$ cat src/rtl/minimicro_mc_pkg.sv
// minimicro_mc shared types: opcodes, branch conds, FSM states, ALU ops.
// Field positions of the 16-bit instruction word live here too.
package minimicro_mc_pkg;

  typedef enum logic [3:0] {
    OP_NOP  = 4'h0,
    OP_ADD  = 4'h1,
    OP_SUB  = 4'h2,
    OP_AND  = 4'h3,
    OP_OR   = 4'h4,
    OP_ADDI = 4'h5,
    OP_LD   = 4'h6,
    OP_ST   = 4'h7,
    OP_B    = 4'h8,
    OP_HALT = 4'hF
  } opcode_t;

  typedef enum logic [3:0] {
    BR_AL = 4'h0,
    BR_EQ = 4'h1,
    BR_NE = 4'h2,
    BR_MI = 4'h3,
    BR_PL = 4'h4,
    BR_CS = 4'h5,
    BR_CC = 4'h6
  } branch_t;

  typedef enum logic [2:0] {
    S_FETCH,
    S_DECODE,
    S_EXEC,
    S_MEM,
    S_WB,
    S_HALT
  } state_t;

  typedef enum logic [1:0] {
    ALU_ADD,
    ALU_SUB,
    ALU_AND,
    ALU_OR
  } alu_op_t;

  localparam int OP_LSB  = 12;
  localparam int HI_LSB  = 8;
  localparam int RS1_LSB = 4;
  localparam int RD_LSB  = 0;
  localparam int TGT_W   = 8;

  // Ops that write a register from the ALU and update flags.
  function automatic logic is_alu_op(logic [3:0] op);
    return (op == OP_ADD) || (op == OP_SUB) ||
           (op == OP_AND) || (op == OP_OR) ||
           (op == OP_ADDI);
  endfunction

endpackage

$ cat src/rtl/minimicro_mc_alu.sv
// mm_alu: combinational ALU with zero/negative flags (carry optional).
// Ports: op_i, a_i, b_i -> res_o, z_o, n_o [, c_o with MINIMICRO_MC_CARRY_EN].
module mm_alu
  import minimicro_mc_pkg::*;
#(
  parameter int W = 16
) (
  input  alu_op_t      op_i,
  input  logic [W-1:0] a_i,
  input  logic [W-1:0] b_i,
  output logic [W-1:0] res_o,
  output logic         z_o,
`ifdef MINIMICRO_MC_CARRY_EN
  output logic         c_o,
`endif
  output logic         n_o
);

`ifdef MINIMICRO_MC_CARRY_EN
  logic [W:0] sum;
  logic [W:0] dif;

  // c on SUB is "no borrow": a + ~b + 1 carries out iff a >= b.
  always_comb begin
    sum = {1'b0, a_i} + {1'b0, b_i};
    dif = {1'b0, a_i} + {1'b0, ~b_i} + {{W{1'b0}}, 1'b1};
    res_o = '0;
    c_o = 1'b0;
    unique case (op_i)
      ALU_ADD: {c_o, res_o} = sum;
      ALU_SUB: {c_o, res_o} = dif;
      ALU_AND: res_o = a_i & b_i;
      ALU_OR:  res_o = a_i | b_i;
      default: res_o = '0;
    endcase
  end
`else
  always_comb begin
    res_o = '0;
    unique case (op_i)
      ALU_ADD: res_o = a_i + b_i;
      ALU_SUB: res_o = a_i - b_i;
      ALU_AND: res_o = a_i & b_i;
      ALU_OR:  res_o = a_i | b_i;
      default: res_o = '0;
    endcase
  end
`endif

  assign z_o = (res_o == '0);
  assign n_o = res_o[W-1];

endmodule

$ cat src/rtl/minimicro_mc.sv
// minimicro_mc: multi-cycle 16-bit ISA core with req/ack IMEM/DMEM ports.
// Ports: clk, rst_n (sync, low); imem_req/addr/ack/rdata; dmem_req/we/
//  addr/wdata/ack/rdata; halted, pc. Macro MINIMICRO_MC_CARRY_EN adds c.
module minimicro_mc
  import minimicro_mc_pkg::*;
#(
  parameter int DATA_WIDTH  = 16,
  parameter int NREGS       = 16,
  parameter int PC_WIDTH    = 8,
  parameter int DADDR_WIDTH = 8
) (
  input  logic                   clk,
  input  logic                   rst_n,
  output logic                   imem_req,
  output logic [PC_WIDTH-1:0]    imem_addr,
  input  logic                   imem_ack,
  input  logic [15:0]            imem_rdata,
  output logic                   dmem_req,
  output logic                   dmem_we,
  output logic [DADDR_WIDTH-1:0] dmem_addr,
  output logic [DATA_WIDTH-1:0]  dmem_wdata,
  input  logic                   dmem_ack,
  input  logic [DATA_WIDTH-1:0]  dmem_rdata,
  output logic                   halted,
  output logic [PC_WIDTH-1:0]    pc
);

  localparam int RI_W = (NREGS > 1) ? $clog2(NREGS) : 1;

  state_t state_q, state_d;
  logic [PC_WIDTH-1:0] pc_q, pc_d;
  logic [15:0] ir_q;
  logic [DATA_WIDTH-1:0] rf_q [NREGS];
  logic [DATA_WIDTH-1:0] a_q, b_q, wb_q;
  logic z_q, n_q;
  logic imem_req_q, dmem_req_q, dmem_we_q;
  logic [DADDR_WIDTH-1:0] daddr_q;
  logic [DATA_WIDTH-1:0] dwdata_q;

  logic [3:0] op, f_hi, f_rs1, f_rd, rb_idx;
  logic [TGT_W-1:0] tgt;
  logic op_alu, op_mem, op_halt, taken;
  logic fetch_done, mem_done, rd_ok;
  logic [DATA_WIDTH-1:0] ra_val, rb_val;
  logic [DATA_WIDTH-1:0] alu_b, alu_res;
  logic [DADDR_WIDTH-1:0] ea;
  logic alu_z, alu_n;
  alu_op_t alu_op;

  assign op    = ir_q[OP_LSB+:4];
  assign f_hi  = ir_q[HI_LSB+:4];
  assign f_rs1 = ir_q[RS1_LSB+:4];
  assign f_rd  = ir_q[RD_LSB+:4];
  assign tgt   = ir_q[TGT_W-1:0];

  assign op_alu  = is_alu_op(op);
  assign op_mem  = (op == OP_LD) || (op == OP_ST);
  assign op_halt = (op == OP_HALT);

  // Acks only count while our own request is up.
  assign fetch_done = (state_q == S_FETCH) && imem_req_q && imem_ack;
  assign mem_done   = (state_q == S_MEM) && dmem_req_q && dmem_ack;

  // ST reads its data register through the rd field.
  assign rb_idx = (op == OP_ST) ? f_rd : f_hi;
  assign rd_ok  = 32'(f_rd) < NREGS;

  always_comb begin
    ra_val = '0;
    rb_val = '0;
    if (32'(f_rs1) < NREGS) ra_val = rf_q[f_rs1[RI_W-1:0]];
    if (32'(rb_idx) < NREGS) rb_val = rf_q[rb_idx[RI_W-1:0]];
  end

  always_comb begin
    alu_op = ALU_ADD;
    unique case (1'b1)
      op == OP_SUB: alu_op = ALU_SUB;
      op == OP_AND: alu_op = ALU_AND;
      op == OP_OR:  alu_op = ALU_OR;
      default:      alu_op = ALU_ADD;
    endcase
  end

  assign alu_b = (op == OP_ADDI) ? DATA_WIDTH'(f_hi) : b_q;
  assign ea = a_q[DADDR_WIDTH-1:0] + DADDR_WIDTH'(f_hi);

`ifdef MINIMICRO_MC_CARRY_EN
  logic c_q, alu_c;
`endif

  mm_alu #(.W(DATA_WIDTH)) u_alu (
    .op_i  (alu_op),
    .a_i   (a_q),
    .b_i   (alu_b),
    .res_o (alu_res),
    .z_o   (alu_z),
`ifdef MINIMICRO_MC_CARRY_EN
    .c_o   (alu_c),
`endif
    .n_o   (alu_n)
  );

  always_comb begin
    taken = 1'b0;
    if (op == OP_B) begin
      unique case (f_hi)
        BR_AL:   taken = 1'b1;
        BR_EQ:   taken = z_q;
        BR_NE:   taken = !z_q;
        BR_MI:   taken = n_q;
        BR_PL:   taken = !n_q;
`ifdef MINIMICRO_MC_CARRY_EN
        BR_CS:   taken = c_q;
        BR_CC:   taken = !c_q;
`endif
        default: taken = 1'b0;
      endcase
    end
  end

  always_comb begin
    state_d = state_q;
    pc_d    = pc_q;
    unique case (state_q)
      S_FETCH:  if (fetch_done) state_d = S_DECODE;
      S_DECODE: state_d = S_EXEC;
      S_EXEC: begin
        if (!op_halt) begin
          pc_d = taken ? PC_WIDTH'(tgt)
                       : pc_q + PC_WIDTH'(1);
        end
        unique case (1'b1)
          op_halt: state_d = S_HALT;
          op_alu:  state_d = S_WB;
          op_mem:  state_d = S_MEM;
          default: state_d = S_FETCH;
        endcase
      end
      S_MEM: begin
        if (mem_done) state_d = dmem_we_q ? S_FETCH : S_WB;
      end
      S_WB:    state_d = S_FETCH;
      S_HALT:  state_d = S_HALT;
      default: state_d = S_FETCH;
    endcase
  end

  always_ff @(posedge clk) begin
    if (!rst_n) begin
      state_q    <= S_FETCH;
      pc_q       <= '0;
      ir_q       <= '0;
      a_q        <= '0;
      b_q        <= '0;
      wb_q       <= '0;
      z_q        <= 1'b0;
      n_q        <= 1'b0;
      imem_req_q <= 1'b0;
      dmem_req_q <= 1'b0;
      dmem_we_q  <= 1'b0;
      daddr_q    <= '0;
      dwdata_q   <= '0;
    end else begin
      state_q <= state_d;
      pc_q    <= pc_d;
      // Registered so requests stay low the cycle after reset.
      imem_req_q <= (state_d == S_FETCH);
      dmem_req_q <= (state_d == S_MEM);
      if (fetch_done) ir_q <= imem_rdata;
      if (state_q == S_DECODE) begin
        a_q <= ra_val;
        b_q <= rb_val;
      end
      if (state_q == S_EXEC) begin
        wb_q <= alu_res;
        if (op_alu) begin
          z_q <= alu_z;
          n_q <= alu_n;
        end
        if (op_mem) begin
          daddr_q   <= ea;
          dwdata_q  <= b_q;
          dmem_we_q <= (op == OP_ST);
        end
      end
      if (mem_done) begin
        dmem_we_q <= 1'b0;
        if (!dmem_we_q) wb_q <= dmem_rdata;
      end
    end
  end

`ifdef MINIMICRO_MC_CARRY_EN
  always_ff @(posedge clk) begin
    if (!rst_n) begin
      c_q <= 1'b0;
    end else if (state_q == S_EXEC && op_alu) begin
      c_q <= alu_c;
    end
  end
`endif

  always_ff @(posedge clk) begin
    if (!rst_n) begin
      for (int i = 0; i < NREGS; i++) rf_q[i] <= '0;
    end else if (state_q == S_WB && rd_ok) begin
      rf_q[f_rd[RI_W-1:0]] <= wb_q;
    end
  end

  assign imem_req   = imem_req_q;
  assign imem_addr  = pc_q;
  assign dmem_req   = dmem_req_q;
  assign dmem_we    = dmem_we_q;
  assign dmem_addr  = daddr_q;
  assign dmem_wdata = dwdata_q;
  assign halted     = (state_q == S_HALT);
  assign pc         = pc_q;

endmodule

$ cat config.mk
export PLATFORM = sky130hd
export DESIGN_NAME = minimicro_mc
export DESIGN_NICKNAME = d
export VERILOG_FILES = /design/src/rtl/minimicro_mc_pkg.sv /design/src/rtl/minimicro_mc_alu.sv /design/src/rtl/minimicro_mc.sv
export SDC_FILE = /design/constraint.sdc
export NUM_CORES = 1
export LEC_CHECK = 0
export CORE_MARGIN = 2
export CORE_UTILIZATION = 35
export CTS_BUF_LIST = sky130_fd_sc_hd__clkbuf_4 sky130_fd_sc_hd__clkbuf_8
export CTS_CLUSTER_DIAMETER = 150
export DETAILED_ROUTE_END_ITERATION = 8
export PLACE_DENSITY = 0.52
export SYNTH_ARGS = -nofsm -noshare
export SYNTH_HDL_FRONTEND = slang
export SYNTH_SLANG_ARGS = --single-unit
$ cat constraint.sdc
create_clock -name clk -period 3.8 [get_ports clk]
set_input_delay 0.38 -clock clk [delete_from_list [all_inputs] [get_ports clk]]
set_output_delay 0.38 -clock clk [all_outputs]
set_load 0.01 [all_outputs]
==> flow_metrics.tcl, run 1 <==
set metrics [dict create \
    hpwl_um 45770 \
    design.core.area_um2 57700 \
    p_comb_share_pct 19.9 \
    portBuffers 79 \
    placedCellCount 2786 \
    yosysSeqAreaShare_pct 47.90 \
    fmax_mhz 263.7 \
    yosysMostFrequentCell "nand2_1" \
    path_max_fanout 5 \
    vias_per_cell 5.511 \
    r2r_cells 16 \
    synth_ff_type "edfxtp_1" \
    grt_util_all_layers_pct 21.77 \
    synth_area_per_cell_um2 10.43 \
    cp_cell_sequence "or4_4 -> nor4_4 -> nor2_4 -> o311ai_1 -> o211ai_1 -> ha_1 -> a2111o_1 -> nor3_2 -> nand2_1 -> o21ai_2 -> a21oi_2 -> buf_6 -> nor4_4 -> nor4_2 -> buf_4 -> o221ai_2" \
    synth_area_leaders "edfxtp_1, dfxtp_1, mux4_2" \
    overflow 0 \
    syn2layout_area_growth_pct 19.93 \
    hp-class "input port to flop" \
    max_cap_violations 0 \
    ant_nets 0 \
    r2r_end "wb_q[15]" \
    io-pin-count 80 \
    max_stage_delay_ns 0.55 \
    crit_top_cell "nor4_4" \
    crit_buf_inv 2 \
    yosysWarnings 0 \
    slew_headroom_pct 28.38 \
    min_from "rst_n" \
    syn-num-nets 2012 \
    cts_tree "yes" \
    syn_area_um2 20390 \
    grt_setup_unrepaired "yes" \
    fin_crit_sh_pct 99.78 \
    holdWs_ns 0.1707 \
    p_seq_share_pct 43.8 \
    numCtsBuffers 66 \
    worstSetupPathType "flop to flop" \
    h-tree-depth 3 \
    syn_inst 1955 \
    path_delay_family "simple AND/OR/NAND/NOR gates" \
    cp_slowest_cell "or4_4" \
    netSwitchingFraction_pct 28.50 \
    fp.dieW_um 245.4 \
    power_mw 10.19 \
    clockBufferDepth 3 \
    clk_pin_slew_worst_paths_ns 0.06 \
    drc_errors 0 \
    crit_required_ns 4.35 \
    die-area_um2 60220 \
    start_kind "flop" \
    antenna_found_initial 1 \
    switchingPower_mw 2.905 \
    post-route-min-period_ns 3.792 \
    synth_seq_cells 360 \
    start_util_pct 35.35 \
    synthDistinctLibCells 80 \
    gp_congestion 0.8920 \
    finalMaxSlewViolations 0 \
    hold_path_depth 3 \
    drive_gt1_share_pct 20.32 \
    r2r_start "b_q[0]" \
    hold_viol 0 \
    fin_util_pct 42.39 \
    clockRootBuffer "clkbuf_8" \
    fin_worst_skew_ns 0.03435 \
    end_kind "flop" \
    wire_per_inst_um 22.61 \
    routed_wirelength_um 65730 \
    leakage_nw 8.800 \
    grt_max_degree 87 \
    ys_async_sr_fraction_pct 0 \
    drt_pass1_iterations 5 \
    status "completed" \
    die_y_um 245.4 \
    cp_data_arrival_time_ns 4.34 \
    power-per-cell-area_nw_per_um2 416.8 \
    finalSetupViolations 0 \
    synth_edf_count 256 \
    rrSetupSlack_ns 0.008 \
    fin_cells 2907 \
    synth_common_cells "nand2_1, and2_1, edfxtp_1" \
    row_count 88 \
    grt_pass1_vias 15962 \
    numClockSinks 360 \
    pre_cts_ws_ns -0.1340 \
    yosys.area.top_type "edfxtp_1" \
    internal_power_mw 7.289 \
    worstMarginPinSlew_ns 1.073 \
    finalNetCount 2153 \
    clk_latency_ns 0.64 \
    pwr-share-clk_pct 36.3 \
    fin_ws_ns 0.008404 \
    drt-initial-drc-count 1210 \
    nFillCells 5555 \
    synth_top_area_share_pct 37.69 \
    grt_pass1_wl_um 99750 \
    hold_end "imem_req" \
    ir_worst_vdd_mv 0.2283 \
    num_vias 16020 \
]
tightest hold or removal path, delay by kind of cell:
kind,cells,cell delay (ns)
buffers and inverters,1,0.23
AND/OR/NAND/NOR,2,0.15
kinds of logic (layout without fill, tap and decap cells):
kind of cell,Yosys count,after routing,synth area share [%]
other cells,0,1,0
fa+ha+maj,21,21,1.362
compound gates,438,438,15.11
mux,94,94,9.595
simple gates,835,835,21.44
flops,360,360,47.90
buf+inv,189,375,3.822
xor+xnor,18,18,0.7730
state kept, by name, summed over array words and instances, names as in the netlist:
register,flops
dmem_wdata,16
imem_req,1
dmem_we,1
rf_q,256
wb_q,16
imem_addr,8
dmem_req,1
ir_q,16
z_q,1
b_q,16
n_q,1
dmem_addr,8
state_q,3
a_q,16
area by class of cell:
cell class | count | area [µm²] | area share [%]
multi-input cells | 1406 | 10210 | 41.73
flip-flops and latches | 360 | 9788 | 40.02
repair buffers | 248 | 2185 | 8.932
clock buffers | 97 | 1166 | 4.768
well taps | 765 | 957.2 | 3.913
clock inverters | 16 | 101.3 | 0.4144
inverters | 14 | 52.55 | 0.2149
diodes | 1 | 2.502 | 0.01023
how the worst max path moves through the flow:
stage	cells after the start	from	end	slack [ns]
6_report	16	b_q[0]	wb_q[15]	0.008
2_1_floorplan	14	b_q[0]	wb_q[15]	0.02
4_1_cts	15	ir_q[15]	z_q	0.0003
3_5_place_dp	16	b_q[0]	wb_q[15]	-0.13
5_1_grt	16	b_q[0]	wb_q[15]	-0.15
3_3_place_gp	18	b_q[0]	z_q	-0.17
layout by cell type, fill, tap and decap left out, types with 9 or more instances in the layout:
cell,n
and2_0,52
or3_1,10
nand2_1,299
clkbuf_8,70
a311oi_1,32
nand3_1,19
nand2b_1,15
dfxtp_1,97
clkdlybuf4s50_1,78
mux4_2,80
xnor2_1,10
o21ai_0,36
o211a_1,11
buf_12,9
o21ai_2,9
and2_1,281
edfxtp_1,256
nor2_1,56
ha_1,16
a211oi_1,102
a21oi_1,54
o211ai_1,11
buf_4,157
clkinv_1,9
clkbuf_4,27
nor3_1,18
o21ai_1,12
a31o_1,16
a21o_1,11
nor2b_1,14
inv_1,14
a31oi_1,36
a21boi_0,52
repair_timing:
item                                   4_1_cts  5_1_grt
setup endpoints to repair                    5       10
endpoints found under the hold margin        0        0
gates resized for setup                     10       56
setup buffers                                1        8
pin swaps                                    1       19
hold buffers                                 0        0
metrics by stage:
step | setup TNS (ns) | cell area, µm²
2_1_floorplan | 0 | 20400
3_3_place_gp | -0.4390 | 22850
3_5_place_dp | -0.4090 | 22850
4_1_cts | 0 | 24160
5_1_grt | -0.4533 | 24460
6_report | 0 | 24460
routing by layer:
| metal | up-vias | GRT usage (%) | wire length [µm] |
|---|---|---|---|
| met5 | - | 0 | 0 |
| met4 | 0 | 7.041 | 1517 |
| met3 | 95 | 3.514 | 3451 |
| met2 | 482 | 35.34 | 31100 |
| met1 | 7998 | 29.68 | 29660 |
| li1 | 7445 | - | - |
power groups by stage:
stage	combinational [mW]	clock (mW)	sequential (mW)
global placement	1.85	0	4.53
CTS	1.87	3.80	4.46
finish	2.03	3.70	4.47
floorplan	1.10	0	4.46
detailed placement	1.85	0	4.54
global route	2.18	3.98	4.48
(Power assumes the default switching activity.)
==> inputs of run 2 (changes only) <==
--- a/config.mk
+++ b/config.mk
@@ -10,7 +10,7 @@
 export CTS_BUF_LIST = sky130_fd_sc_hd__clkbuf_4 sky130_fd_sc_hd__clkbuf_8
 export CTS_CLUSTER_DIAMETER = 150
 export DETAILED_ROUTE_END_ITERATION = 8
-export PLACE_DENSITY = 0.52
+export PLACE_DENSITY = 0.5
 export SYNTH_ARGS = -nofsm -noshare
 export SYNTH_HDL_FRONTEND = slang
 export SYNTH_SLANG_ARGS = --single-unit
==> constraint.sdc (replaced) <==
create_clock -name clk -period 4.7 [get_ports clk]
set_input_delay 0.47 -clock clk [delete_from_list [all_inputs] [get_ports clk]]
set_output_delay 0.47 -clock clk [all_outputs]
set_load 0.01 [all_outputs]
==> flow_metrics.tcl, run 2 (synthesized netlist as in run 1, its figures left out) <==
set metrics [dict create \
    pre_cts_ws_ns 0.2708 \
    numClockSinks 360 \
    cts_tree "yes" \
    placedCellCount 2692 \
    hold_path_depth 2 \
    hold_end "ir_q[4]" \
    grt_util_all_layers_pct 22.05 \
    rrSetupSlack_ns 0.32 \
    die_y_um 245.4 \
    fin_ws_ns 0.3238 \
    ir_worst_vdd_mv 0.1490 \
    max_stage_delay_ns 0.61 \
    fmax_mhz 228.5 \
    drt_pass1_iterations 5 \
    die-area_um2 60220 \
    drt-initial-drc-count 1274 \
    cts_setup_buffers 0 \
    design.core.area_um2 57700 \
    clockBufferDepth 3 \
    worstSetupPathType "flop to flop" \
    hpwl_um 45810 \
    crit_buf_inv 0 \
    mostFrequentLayoutCells "nand2_1, and2_1, edfxtp_1, a211oi_1, dfxtp_1" \
    r2r_end "wb_q[15]" \
    fin_crit_sh_pct 93.11 \
    path_max_fanout 8 \
    vias_per_cell 5.551 \
    hold_viol 0 \
    fin_util_pct 40.67 \
    cp_cell_sequence "or4_1 -> nor4_4 -> nor2_1 -> o311ai_0 -> o211ai_1 -> ha_1 -> a2111o_1 -> nor3_1 -> nand2_1 -> o21ai_1 -> a21oi_1 -> o2111a_1 -> nor4_2 -> o221ai_1" \
    largest_reg_flops 256 \
    ant_nets 0 \
    post_dp_cell_area_um2 22130 \
    antenna_found_initial 2 \
    nFillCells 5581 \
    finalSetupViolations 0 \
    start_kind "flop" \
    r2r_start "b_q[0]" \
    wire_per_inst_um 23.52 \
    cp_data_arrival_time_ns 4.86 \
    h-tree-depth 3 \
    regMostFlops "rf_q" \
    hold_buffers 0 \
    grt_setup_unrepaired "no" \
    overflow 0 \
    crit_required_ns 5.19 \
    power-per-cell-area_nw_per_um2 339.6 \
    num_vias 15609 \
    start_util_pct 35.35 \
    clk_latency_ns 0.65 \
    fin_worst_skew_ns 0.02512 \
    max_cap_violations 0 \
    routed_wirelength_um 66140 \
    clk_pin_slew_worst_paths_ns 0.06 \
    regArea_um2 9777 \
    cts_resized 0 \
    gp_congestion 0.8751 \
    design_area_um2 23470 \
    worstMarginPinSlew_ns 1.279 \
    end_kind "flop" \
    syn2layout_area_growth_pct 15.06 \
    multiInputGateArea_um2 9967 \
    drc_errors 0 \
    portBuffers 79 \
    mostFrequentLayoutCell "nand2_1" \
    row_count 88 \
    cp_slowest_cell "or4_1" \
    drive_gt1_share_pct 14.61 \
    post-route-min-period_ns 4.376 \
    min_from "rst_n" \
    io-pin-count 80 \
    fp.dieW_um 245.4 \
    leakage_nw 8.286 \
    clockRootBuffer "clkbuf_8" \
    path_delay_family "simple AND/OR/NAND/NOR gates" \
    r2r_cells 14 \
    finalNetCount 2055 \
    grt_pass1_wl_um 99570 \
    grt_max_degree 88 \
    numCtsBuffers 69 \
    grt_pass1_vias 15347 \
    hp-class "input port to flop" \
    fin_cells 2812 \
    status "completed" \
    finalMaxSlewViolations 0 \
    setup_tns_ns 0 \
    slew_headroom_pct 14.43 \
]
## run 2: worst max path at each step
stage / start / to / slack (ns) / cells after the start
after floorplan: ir_q[15] / z_q / 0.73 / 17
after global placement: b_q[0] / z_q / 0.27 / 17
after detailed placement: b_q[0] / z_q / 0.27 / 15
after CTS: b_q[0] / z_q / 0.22 / 15
after global routing: b_q[0] / wb_q[15] / 0.04 / 14
final: b_q[0] / wb_q[15] / 0.32 / 14
## run 2: per-stage QoR
stage | power [mW] | hold WS, ns
2_1_floorplan | 4.497 | 0.4606
4_1_cts | 8.045 | 0.2033
3_3_place_gp | 4.934 | 0.4498
3_5_place_dp | 4.939 | 0.4562
6_report | 7.970 | 0.2532
5_1_grt | 8.312 | 0.2545
## run 2: metal layers
metal	track usage, %	wire length (µm)	vias to the layer above
met3	3.318	3628	101
met1	30.18	29720	7741
met2	35.93	31280	500
met4	6.970	1514	0
met5	0	0	-
li1	-	-	7267
## run 2: final cells by class
type	count	share of cell area (%)
Multi-Input combinational cell	1406	42.47
Sequential cell	360	41.66
Timing Repair Buffer	147	5.854
Clock buffer	105	5.412
Tap cell	765	4.079
Clock inverter	14	0.2826
Inverter	14	0.2239
Antenna cell	1	0.01066
## run 2: report_power, final
group / switching, mW / internal (mW) / leakage [nW]
Combinational: 0.745 / 0.513 / 4.10
Clock: 1.37 / 1.71 / 0.705
Sequential: 0.135 / 3.49 / 3.49
Total: 2.25 / 5.72 / 8.29
==> edit: new RTL, config.mk and constraints of run 1 <==
The option `MINIMICRO_MC_CARRY_EN` is turned on by a define.
--- a/src/rtl/minimicro_mc_alu.sv
+++ b/src/rtl/minimicro_mc_alu.sv
@@ -1,4 +1,6 @@
 // mm_alu: combinational ALU with zero/negative flags (carry optional).
 // Ports: op_i, a_i, b_i -> res_o, z_o, n_o [, c_o with MINIMICRO_MC_CARRY_EN].
+`define MINIMICRO_MC_CARRY_EN
+
 module mm_alu
   import minimicro_mc_pkg::*;
Function: same outputs for any inputs over 4 cycles, from zero or initial values and one cycle with rst_n low; that may be too few to reach the edited logic, so the function may still have changed.
==> edit against run 1 <==
  * Worst setup slack better by 140 ps
  * Area after synthesis grew 2.6%
  * Sequential power hardly changed
  * Sequential cell count increased by 1
  * Cell area grew 0.72%
  * Power shrank 5.2%
  * Wire length decreased by 0.49%
  * Critical path type unchanged
  * Critical endpoint is now z_q$_SDFFE_PN0P_
  * Highest routed layer unchanged
==> edit: results (changes against run 1) <==
metric	value	unit	change
pre-CTS setup slack	-6.68	ps	was -134 ps
Critical Path AT	4210	ps	was 4340 ps
invs w/o clock	52		was 14
Final clock-cell share	5.81	%	was 5.18%
Max-slew headroom	32.8	%	was 28.4%
largest cells by area after synthesis	edfxtp_1 37%, dfxtp_1 10%, mux4_2 8.6%, and2_1 8.3%, nand2_1 5.2%		was edfxtp_1 38%, dfxtp_1 10%, mux4_2 8.8%, and2_1 8.7%, nand2_1 5.5%
Non-clock buffer share	7.22	%	was 8.93%
outcome	complete, no violations		unchanged
setup ws final	150	ps	was 8.40 ps
synth cell count leaders	290 x nand2_1, 279 x and2_1, 256 x edfxtp_1, 138 x clkbuf_1, 121 x a21oi_1		was 300 x nand2_1, 282 x and2_1, 256 x edfxtp_1, 124 x clkbuf_1
post-route cell area	24600	um2	was 24500 um2
gpl congestion	0.925		was 0.892
R2R cell count	15		was 16
worst r2r src	ir_q[12]$_SDFFE_PN0P_		was b_q[0]$_SDFFE_PN0P_
sw frac	26.8	%	was 28.5%
CP peak stage delay	590	ps	was 550 ps
Adder-Cell Fraction of Synth Area	4.06	%	was 1.36%
Via-to-Cell Ratio	5.47		was 5.51
met3 track demand over resource	4.03	%	was 3.51%
post-synth design cell area	20900	um2	was 20400 um2
worst setup path endpoint	z_q$_SDFFE_PN0P_		was wb_q[15]$_SDFF_PN0_
Synth Area in Compound Gates	14.5	%	was 15.1%
post-cts sizing count	1		was 10
peak fanout along the critical path	12		was 5
Power, Total	9.67	mW	was 10.2 mW
total wire length	65.4	mm	was 65.7 mm
layout cells sized above 1	16.2	%	was 20.3%
Slowest cell on crit path	or4_1		was or4_4
area of the multi-input gates	10500	um2	was 10200 um2
vias in the first global route	16200		was 16.0k
XOR/XNOR Fraction of Synth Area	0.879	%	was 0.773%
met3 WL post-DR	4.00	mm	was 3.45 mm
mux contribution to synthesized area	9.15	%	was 9.60%
routed len/inst	22.0	um	was 22.6 um
Post-CTS Setup Bufs	0		was 1
GRT Total Usage	21.0	%	was 21.8%
leakage power	8.80	nW	about the same
final-layout clock buffer total	104		was 97
sequential cell power	4.46	mW	was 4.47 mW
CTS Buf Count	70		was 66
pin count of the biggest net entering global routing	80		was 87
first-pass GRT wire length	101	mm	was 99.7 mm
post-synthesis sequential area ratio	46.8	%	was 47.9%
DR WL met2	30.6	mm	was 31.1 mm
Peak VDD IR	0.267	mV	was 0.228 mV
Multi-In Gates	1464		was 1406
Non-clock buffers	194		was 248
## edit: changes by cell type after synthesis, moves of 10 or more
cell,before,now
o21ai_0,53,36
inv_1,14,51
o211a_1,11,1
a21boi_0,53,1
a21oi_1,61,121
buf_2,32,6
nor2_1,59,105
clkbuf_1,124,138
nand2_1,300,290
ha_1,19,63
## edit: worst min path at each step
stage / startpoint / to / slack, ps / depth (start not counted)
after floorplan: b_q[0]$_SDFFE_PN0P_ / dmem_wdata[0]$_SDFFE_PN0P_ / 450 / 2
after global placement: dmem_addr[4]$_SDFFE_PN0P_ / dmem_addr[4]$_SDFFE_PN0P_ / 440 / 2
after detailed placement: dmem_addr[4]$_SDFFE_PN0P_ / dmem_addr[4]$_SDFFE_PN0P_ / 450 / 2
after CTS: imem_rdata[5] / ir_q[5]$_SDFFE_PN0P_ / 230 / 3
after global routing: imem_rdata[5] / ir_q[5]$_SDFFE_PN0P_ / 240 / 3
final: imem_rdata[5] / ir_q[5]$_SDFFE_PN0P_ / 280 / 3
